$ cat config.mk
export PLATFORM = sky130hd
export DESIGN_NAME = serial_deserializer_flat
export DESIGN_NICKNAME = d
export VERILOG_FILES = /design/src/rtl/serial_deserializer_pkg.sv /design/src/rtl/serial_deserializer_if.sv /design/src/rtl/serial_deserializer_register.sv /design/src/rtl/serial_deserializer.sv /design/src/flat_wrapper.sv
export SDC_FILE = /design/constraint.sdc
export NUM_CORES = 1
export LEC_CHECK = 0
export BUFFER_PORTS_ARGS = -buffer_cell sky130_fd_sc_hd__buf_2
export CAP_MARGIN = 10
export CORE_MARGIN = 5
export CORE_UTILIZATION = 54
export DETAILED_ROUTE_END_ITERATION = 12
export HOLD_SLACK_MARGIN = 0.06
export PLACE_DENSITY = 0.77
export REMOVE_ABC_BUFFERS = 1
export SLEW_MARGIN = 20
export SYNTH_ARGS = -nofsm -noshare
export SYNTH_HDL_FRONTEND = slang
export SYNTH_SLANG_ARGS = --single-unit
$ cat constraint.sdc
create_clock -name clk -period 2.1 [get_ports clk]
set_input_delay 0.105 -clock clk [delete_from_list [all_inputs] [get_ports clk]]
set_output_delay 0.105 -clock clk [all_outputs]
set_load 0.02 [all_outputs]
$ cat src/rtl/serial_deserializer_pkg.sv
// Shared constants and helpers for the serial deserializer slice.
package gpu_pkg;
  localparam int DATA_WIDTH_DEF = 16;

  function automatic int CNT_W(input int w);
    return $clog2(w);
  endfunction
endpackage

$ cat src/rtl/serial_deserializer_if.sv
// Serial-in / parallel-out bundle; the deserializer is the slave side.
interface serial_deserializer_if import gpu_pkg::*; #(
  parameter int DATA_WIDTH = DATA_WIDTH_DEF
);
  logic                  sin;
  logic                  sin_valid;
  logic                  sin_start;
  logic                  sin_ready;
  logic [DATA_WIDTH-1:0] out_data;
  logic                  out_valid;
  logic                  out_ready;
  logic                  busy;
  logic                  framing_err;

  modport master (
    output sin, sin_valid, sin_start, out_ready,
    input  sin_ready, out_data, out_valid, busy, framing_err
  );

  modport slave (
    input  sin, sin_valid, sin_start, out_ready,
    output sin_ready, out_data, out_valid, busy, framing_err
  );
endinterface

$ cat src/rtl/serial_deserializer_register.sv
// Generic W-bit register: clear > parallel load > shift left > shift right > hold.
module register import gpu_pkg::*; #(
  parameter int W = DATA_WIDTH_DEF
) (
  input  logic         clk,
  input  logic         rst_n,
  input  logic         cl,
  input  logic         ld,
  input  logic [W-1:0] d,
  input  logic         sl,
  input  logic         il,
  input  logic         sr,
  input  logic         ir,
  output logic [W-1:0] q
);
  logic [W-1:0] q_q, q_d;

  always_comb begin
    q_d = q_q;
    if (cl)      q_d = '0;
    else if (ld) q_d = d;
    else if (sl) q_d = {q_q[W-2:0], il};
    else if (sr) q_d = {ir, q_q[W-1:1]};
  end

  always_ff @(posedge clk or negedge rst_n) begin
    if (!rst_n) q_q <= '0;
    else        q_q <= q_d;
  end

  assign q = q_q;
endmodule

$ cat src/rtl/serial_deserializer.sv
// Serial-to-parallel receiver with a one-word output buffer, start-bit framing
// and a registered-only sin_ready.
module serial_deserializer import gpu_pkg::*; #(
  parameter int DATA_WIDTH = DATA_WIDTH_DEF,
  parameter bit MSB_FIRST  = 1'b1
) (
  input  logic                 clk,
  input  logic                 rst_n,
  input  logic                 clr,
  serial_deserializer_if.slave bus
);
  localparam int              CW   = CNT_W(DATA_WIDTH);
  localparam logic [CW-1:0]   LAST = CW'(DATA_WIDTH - 1);

  logic [CW-1:0]         cnt_q, cnt_d;
  logic                  out_valid_q, out_valid_d;
  logic                  ferr_q, ferr_d;
  logic [DATA_WIDTH-1:0] sh, word, restart_val, out_word;
  logic                  sin_ready, acc, restart, complete, hs;

  always_comb begin
    // Only the final bit can stall, so ready depends on registers alone.
    sin_ready = !((cnt_q == LAST) && out_valid_q);
    acc       = bus.sin_valid & sin_ready;
    restart   = acc & bus.sin_start & (cnt_q != '0);
    complete  = acc & ~restart & (cnt_q == LAST);
    hs        = out_valid_q & bus.out_ready;
  end

  // Completed word includes the bit arriving this cycle; a restart keeps that bit alone.
  always_comb begin
    if (MSB_FIRST) begin
      word        = {sh[DATA_WIDTH-2:0], bus.sin};
      restart_val = {{(DATA_WIDTH-1){1'b0}}, bus.sin};
    end else begin
      word        = {bus.sin, sh[DATA_WIDTH-1:1]};
      restart_val = {bus.sin, {(DATA_WIDTH-1){1'b0}}};
    end
  end

  register #(.W(DATA_WIDTH)) u_shift (
    .clk (clk),
    .rst_n (rst_n),
    .cl  (clr),
    .ld  (restart),
    .d   (restart_val),
    .sl  (MSB_FIRST ? acc : 1'b0),
    .il  (bus.sin),
    .sr  (MSB_FIRST ? 1'b0 : acc),
    .ir  (bus.sin),
    .q   (sh)
  );

  register #(.W(DATA_WIDTH)) u_obuf (
    .clk (clk),
    .rst_n (rst_n),
    .cl  (clr),
    .ld  (complete),
    .d   (word),
    .sl  (1'b0),
    .il  (1'b0),
    .sr  (1'b0),
    .ir  (1'b0),
    .q   (out_word)
  );

  always_comb begin
    cnt_d       = cnt_q;
    out_valid_d = out_valid_q;
    ferr_d      = ferr_q;
    if (clr) begin
      cnt_d       = '0;
      out_valid_d = 1'b0;
      ferr_d      = 1'b0;
    end else begin
      if (restart) begin
        cnt_d  = CW'(1);
        ferr_d = 1'b1;
      end else if (acc) begin
        cnt_d = (cnt_q == LAST) ? '0 : cnt_q + CW'(1);
      end
      if (complete)  out_valid_d = 1'b1;
      else if (hs)   out_valid_d = 1'b0;
    end
  end

  always_ff @(posedge clk or negedge rst_n) begin
    if (!rst_n) begin
      cnt_q       <= '0;
      out_valid_q <= 1'b0;
      ferr_q      <= 1'b0;
    end else begin
      cnt_q       <= cnt_d;
      out_valid_q <= out_valid_d;
      ferr_q      <= ferr_d;
    end
  end

  assign bus.sin_ready   = sin_ready;
  assign bus.out_data    = out_word;
  assign bus.out_valid   = out_valid_q;
  assign bus.busy        = (cnt_q != '0);
  assign bus.framing_err = ferr_q;
endmodule

$ cat src/flat_wrapper.sv
// flat-port wrapper written by rule: the top's interface ports become plain ports
module serial_deserializer_flat import gpu_pkg::*;
#(
  parameter int DATA_WIDTH = DATA_WIDTH_DEF,
  parameter bit MSB_FIRST  = 1'b1
)
  (clk, rst_n, clr, bus_sin, bus_sin_valid, bus_sin_start, bus_out_ready, bus_sin_ready, bus_out_data, bus_out_valid, bus_busy, bus_framing_err);
  serial_deserializer_if #(.DATA_WIDTH(DATA_WIDTH)) bus_i ();
  input  logic clk;
  input  logic rst_n;
  input  logic clr;
  input wire logic [$bits(bus_i.sin)-1:0] bus_sin;
  input wire logic [$bits(bus_i.sin_valid)-1:0] bus_sin_valid;
  input wire logic [$bits(bus_i.sin_start)-1:0] bus_sin_start;
  input wire logic [$bits(bus_i.out_ready)-1:0] bus_out_ready;
  output wire logic [$bits(bus_i.sin_ready)-1:0] bus_sin_ready;
  output wire logic [$bits(bus_i.out_data)-1:0] bus_out_data;
  output wire logic [$bits(bus_i.out_valid)-1:0] bus_out_valid;
  output wire logic [$bits(bus_i.busy)-1:0] bus_busy;
  output wire logic [$bits(bus_i.framing_err)-1:0] bus_framing_err;
  assign bus_i.sin = bus_sin;
  assign bus_i.sin_valid = bus_sin_valid;
  assign bus_i.sin_start = bus_sin_start;
  assign bus_i.out_ready = bus_out_ready;
  assign bus_sin_ready = bus_i.sin_ready;
  assign bus_out_data = bus_i.out_data;
  assign bus_out_valid = bus_i.out_valid;
  assign bus_busy = bus_i.busy;
  assign bus_framing_err = bus_i.framing_err;
  serial_deserializer #(.DATA_WIDTH(DATA_WIDTH), .MSB_FIRST(MSB_FIRST)) u_core (.clk(clk), .rst_n(rst_n), .clr(clr), .bus(bus_i));
endmodule
==> results of run 1 <==
## metrics by stage
stage	instance area (um^2)	total power, mW	cells	util, %	hold slack (ps)
2_1_floorplan	1560	0.783	138	-	-191
3_3_place_gp	1770	0.825	198	63.0	221
3_5_place_dp	1770	0.827	198	63.0	237
4_1_cts	1900	1.35	211	67.8	112
5_1_grt	1900	1.39	211	67.8	116
6_report	1900	1.33	211	67.8	130
## power by group through the flow
stage	combinational (mW)	clock [mW]	sequential [mW]
3_5_place_dp	0.0893	0	0.738
5_1_grt	0.107	0.564	0.725
6_report	0.0959	0.506	0.724
2_1_floorplan	0.0450	0	0.738
4_1_cts	0.0968	0.526	0.724
3_3_place_gp	0.0880	0	0.737
## Yosys cell counts (all sizes together)
cell	count	share of area, %
dfrtp	37	57
nand2	36	8.4
mux2i	16	9.9
o22ai	14	5.4
clkbuf	6	1.4
inv	5	1.2
a21oi	3	0.93
buf	3	1.9
a211o	2	1.2
ha	2	1.5
nand3	2	0.62
nor2	2	0.46
o32ai	2	1.1
a211oi	1	1.2
a311oi	1	0.54
a32o	1	0.62
a41oi	1	0.54
and2	1	0.39
and4	1	0.62
clkinv	1	0.23
nand2b	1	0.39
nand4	1	0.39
nand4b	1	0.54
nor3	1	0.31
o211ai	1	0.46
o21ai	1	0.31
o311a	1	0.62
or2b	1	0.46
or3b	1	0.54
or4	1	0.46
## kinds of logic (layout without fill, tap and decap cells)
kind of cell,Yosys count,in the layout
adder cells (fa/ha/maj),2,2
AO/OA/AOI/OAI,28,28
AND/OR/NAND/NOR,49,49
flip-flops,37,37
buffers and inverters,15,48
multiplexers,16,16
## state kept, by name, summed over array words and instances (netlist names)
| name | count |
|---|---|
| u_core.u_obuf.q | 16 |
| u_core.u_shift.q | 15 |
| u_core.cnt_q | 4 |
| u_core.bus.framing_err | 1 |
| u_core.bus.out_valid | 1 |
## routing by layer
layer,track usage [%],vias up,wire length [um]
met4,6.33,0,53
met3,6.22,7,181
li1,-,586,-
met5,0,-,0
met2,27.2,37,1410
met1,21.3,574,1400
## final cells by class
type                            count  area (um^2)  area share (%)
Multi-Input combinational cell     95          614            32.3
Timing Repair Buffer               34          215            11.3
Sequential cell                    37          926            48.7
Tap cell                           31         38.8            2.04
Clock buffer                        7         55.1            2.89
Inverter                            6         22.5            1.18
Clock inverter                      1         30.0            1.58
## path summary, 6_finish.rpt
check | start | end | slack, ps | cells past startpoint
worst min-delay path | bus_sin_valid | u_core.bus.framing_err | 130 | 3
min in group asynchronous | rst_n | u_core.bus.framing_err | 370 | 2
worst max-delay path | u_core.cnt_q[0] | u_core.u_obuf.q[10] | 150 | 6
max in group asynchronous | rst_n | u_core.u_obuf.q[6] | 1230 | 2
worst max register to register | u_core.cnt_q[0] | u_core.u_obuf.q[10] | 150 | 6
worst min register to register | u_core.bus.framing_err | u_core.bus.framing_err | 510 | 2
## worst min-delay path: stages
cell	delay, ps
buf_2	150
a41oi_1	110
nor2_1	70
==> flow_summary.yaml, run 1 <==
status:
  status: "completed"
sta:
  setup-tns-final_ps: 0
  maxSlewHeadroom_pct: 48.4
  max_clock_freq_mhz: 512
  finalHoldViolCount: 0
  tightest_slew_ps: 774
  rsz0062_at_grt: "no"
  post-route-min-period_ps: 1950
  finalWorstSetupSlack_ps: 145
  slew_viol_final: 0
  post-route-period-util_pct: 93.1
  finalSetupViolCount: 0
  finalClockSkew_ps: 10.3
synthesis:
  yosysWarnings: 0
  ys_ff_latch: 37
  synthMuxAreaShare_pct: 9.91
  yosys.area_share.adder_pct: 1.55
  synth_top_family_by_area: "simple AND/OR/NAND/NOR gates"
  yosysSeqAreaShare_pct: 57.3
  synth-compound-area-share_pct: 13.0
  synth_cells: 147
  synth_xor_area_share_pct: 0
  yosys.area_share.simple_pct: 13.5
  synthDistinctLibCells: 32
  syn_area_per_cell_um2: 11.0
  synth_area_um2: 1620
clocking:
  post_cts_buffers: 0
  cts_buffer_depth: 2
  cts_buffers: 5
  cts_tree: "yes"
  clockRootBuffer: "clkbuf_4"
  cts.clk_slew.worst_paths_ps: 110
  cts_resized: 0
  cts.sinks: 37
  ctsHoldBuffers: 5
  h-tree-depth: 2
  clk_latency_ps: 340
grt:
  grt_pass1_vias: 1200
  antenna_found_initial: 0
  overflow: 0
  track_usage_pct: 17.0
  grt_max_degree: 38
  grt_pass1_wl_mm: 5.55
drt:
  post_drt_via_cell_ratio: 5.71
  wire_per_inst_um: 14.4
  num_vias: 1204
  ant_nets: 0
  routed_wl_mm: 3.05
  dr.pass1.iters: 4
  drt-initial-drc-count: 77
  remaining_drc_errors: 0
power_and_ir_drop:
  power_frac_seq_pct: 54.6
  p_sw_uw: 293
  combPwrFrac_pct: 7.2
  switching_share_pct: 22.1
  pwr-share-clk_pct: 38.2
  leakage_nw: 0.897
  intPower_mw: 1.03
  p_per_area_nw_per_um2: 697
  vdd_ir_drop_max_v: 0.000562
critical_path:
  arrival_ps: 2220
  crit_chain: "inv_1 > ha_1 > or3b_1 > a211oi_4 > buf_12 > mux2i_1"
  path_max_fanout: 14
  critPathRequiredTime_ps: 2360
  cp-end-kind: "flop"
  cp_top_family: "simple AND/OR/NAND/NOR gates"
  critical-path-slowest-cell: "or3b_1"
  slowest_delay_ps: 480
  cp-start-kind: "flop"
  path_class: "flop to flop"
  worst-path-buf-inv: 2
die:
  initial_core_util_pct: 57.6
  die_h_um: 64.7
  die_x_um: 64.7
  boundaryPins: 27
  die_area_um2: 4190
  std_cell_rows: 19
  core-area_um2: 2810
worst_hold_path:
  hp-class: "input port to flop"
job:
  drv_cap: 0
finish:
  area_delta_synth_final_pct: 17.6
  num-nets-final: 188
  antenna_cells: 0
  fill_cells: 211
  final_common_cell: "dfrtp_1"
  drive_gt1_share_pct: 22.2
  final_cell_mix: "37 x dfrtp_1, 36 x nand2_1, 26 x buf_2"
placed_design:
  dpl_worst_slack_ps: 191
  port_buffers: 26
  place_congestion: 0.905
  dp_hpwl_mm: 2.06
(Power assumes the default switching activity.)
==> run 2: changes to the inputs <==
ABC_AREA = 1   (was not set)
CORE_UTILIZATION = 57   (was 54)
PLACE_DENSITY = 0.8   (was 0.77)
clock period = 2.3 ns   (was 2.1 ns; I/O delays follow)
==> run 2 against run 1 <==
Utilization is 0.58 points higher. Setup slack better by 190 ps. Final cell count is 15% higher. Sequential power is 8.7% lower. Die area is 0.17% lower. Largest power group unchanged. Clock power is 31% lower. First-iteration DRC count is 6.5% lower. Area after synthesis is 5.3% higher. Largest cell class unchanged. Final area is 0.86% higher. Synthesized cell count is 22% higher. Register-to-register slack better by 190 ps. Clock skew is 1.9 ps lower.
==> flow_summary.yaml, run 2 <==
status:
  status: "completed"
sta:
  setup-tns-final_ps: 0
  post-route-period-util_pct: 85.2
  tightest_slew_ps: 807
  finalSetupViolCount: 0
  finalWorstSetupSlack_ps: 340
  post-route-min-period_ps: 1960
  maxSlewHeadroom_pct: 46.2
  rsz0062_at_grt: "no"
  finalHoldViolCount: 0
  max_clock_freq_mhz: 510
  slew_viol_final: 0
  finalClockSkew_ps: 8.35
grt:
  grt_max_degree: 38
  antenna_found_initial: 0
  grt_pass1_wl_mm: 5.84
  overflow: 0
  grt_pass1_vias: 1240
  track_usage_pct: 18.2
placed_design:
  dpl_worst_slack_ps: 503
  place_congestion: 0.886
  dp_hpwl_mm: 2.13
  port_buffers: 26
synthesis:
  yosysSeqAreaShare_pct: 54.4
  ys.flop_type: "dfrtp_1"
  synth_area_um2: 1700
  ys_ff_latch: 37
  synth_top_area_share_pct: 54.4
  synth_commonest_cells: "68 x nand2_1, 37 x dfrtp_1, 26 x nand3_1, 9 x nand3_2, 6 x inv_1"
  synth_cells: 179
  syn_area_per_cell_um2: 9.51
  synthDistinctLibCells: 21
  yosys.area.top_type: "dfrtp_1"
  synth_edf_count: 0
  synthTopCellsByArea: "dfrtp_1 54%, nand2_1 15%, nand3_1 7.6%"
  yosysWarnings: 0
  synthArstFlopShare_pct: 100
  synthMostInstantiatedCell: "nand2_1"
clocking:
  cts_resized: 0
  clockRootBuffer: "clkbuf_4"
  cts.sinks: 37
  cts_buffer_depth: 2
  h-tree-depth: 2
  cts_buffers: 5
  cts_tree: "yes"
  cts.clk_slew.worst_paths_ps: 110
  clk_latency_ps: 340
finish:
  final_common_cell: "nand2_1"
  drive_gt1_share_pct: 26.1
  final_cell_mix: "68 x nand2_1, 37 x dfrtp_1, 26 x nand3_1, 26 x buf_2, 9 x nand3_2"
  fill_cells: 247
  multi_input_comb_area_um2: 678
  register_area_um2: 926
  num-nets-final: 220
  area_delta_synth_final_pct: 12.6
  antenna_cells: 0
  largest_reg_flops: 16
die:
  std_cell_rows: 19
  die_x_um: 64.7
  die_area_um2: 4180
  die_h_um: 64.7
  initial_core_util_pct: 60.7
  boundaryPins: 27
  core-area_um2: 2810
critical_path:
  arrival_ps: 2250
  cp-end-kind: "flop"
  critPathRequiredTime_ps: 2590
  path_class: "flop to flop"
  path_max_fanout: 17
  cp-start-kind: "flop"
drt:
  routed_wl_mm: 3.32
  remaining_drc_errors: 0
  post_drt_via_cell_ratio: 5.38
  ant_nets: 0
  num_vias: 1302
  dr.pass1.iters: 4
  wire_per_inst_um: 13.7
  drt-initial-drc-count: 72
power_and_ir_drop:
  p_per_area_nw_per_um2: 570
  leakage_nw: 1.10
  vdd_ir_drop_max_v: 0.000404
job:
  drv_cap: 0
worst_hold_path:
  hp-class: "input port to flop"
run 2: changes by cell type after synthesis, moves of 3 or more:
cell / previous run / this run
clkbuf_1: 6 / 0
nand2_1: 36 / 68
o21ai_0: 1 / 4
nand3_2: 0 / 9
nand3_1: 2 / 26
o22ai_1: 14 / 0
mux2i_1: 16 / 0
buf_6: 1 / 5
nand2_2: 0 / 3
run 2: metal layers:
metal | GRT usage [%] | vias to the layer above | wire (um)
met1 | 22.8 | 624 | 1460
met3 | 6.56 | 6 | 186
met4 | 6.86 | 0 | 46
met2 | 29.0 | 35 | 1630
li1 | - | 637 | -
met5 | 0 | - | 0
run 2: area by class of cell:
cell class / instances / area share [%]
clock buffers: 7 / 2.87
inverters: 7 / 1.44
multi-input cells: 127 / 35.4
flip-flops and latches: 37 / 48.3
well taps: 31 / 2.02
repair buffers: 33 / 10.0
run 2: cell families (layout without fill, tap and decap cells):
kind of cell    Yosys count  in the layout  synth area share [%]
simple gates            118            118                  35.4
flops                    37             37                  54.4
fa+ha+maj                 2              2                  1.47
buf+inv                  15             47                  5.80
compound gates            6              6                  2.42
xor+xnor                  1              1                 0.514
run 2: final timing paths:
check / endpoint / cells after the start / from / slack [ps]
setup / recovery: u_core.bus.out_valid / 6 / u_core.cnt_q[0] / 340
hold / removal: u_core.cnt_q[2] / 4 / bus_sin_start / 110
setup reg to reg: u_core.bus.out_valid / 6 / u_core.cnt_q[0] / 340
hold reg to reg: u_core.u_shift.q[14] / 2 / u_core.u_shift.q[14] / 490
max in group asynchronous: u_core.u_obuf.q[2] / 2 / rst_n / 1390
min in group asynchronous: u_core.cnt_q[2] / 2 / rst_n / 390
run 2: timing repair:
action                                 4_1_cts  5_1_grt
endpoints found under the hold margin       42        0
hold buffers                                 4        0
setup endpoints to repair                    0        1
buffers inserted                             0        2
run 2: power breakdown:
part	internal, mW	total [mW]	switching (mW)
clock network	0.144	0.350	0.206
registers	0.656	0.661	0.00502
logic	0.0221	0.0835	0.0614
run 2: critical path, cell delays in order, from the launching register on:
cell and delay, ps:
dfrtp_1 420, ha_1 240, nand2_2 140, nor2_8 260, nand4_4 150, a21oi_4 140, dlygate4sd3_1 550
run 2: through the flow:
stage / util [%] / instances / power, mW / cell area, um^2 / hold slack [ps]
after global placement: 64.5 / 229 / 0.750 / 1810 / 237
final: 68.4 / 242 / 1.09 / 1920 / 112
after CTS: 67.8 / 240 / 1.10 / 1900 / 109
after detailed placement: 64.5 / 229 / 0.753 / 1810 / 252
after global routing: 68.4 / 242 / 1.16 / 1920 / 92.2
after floorplan: - / 171 / 0.716 / 1630 / -181
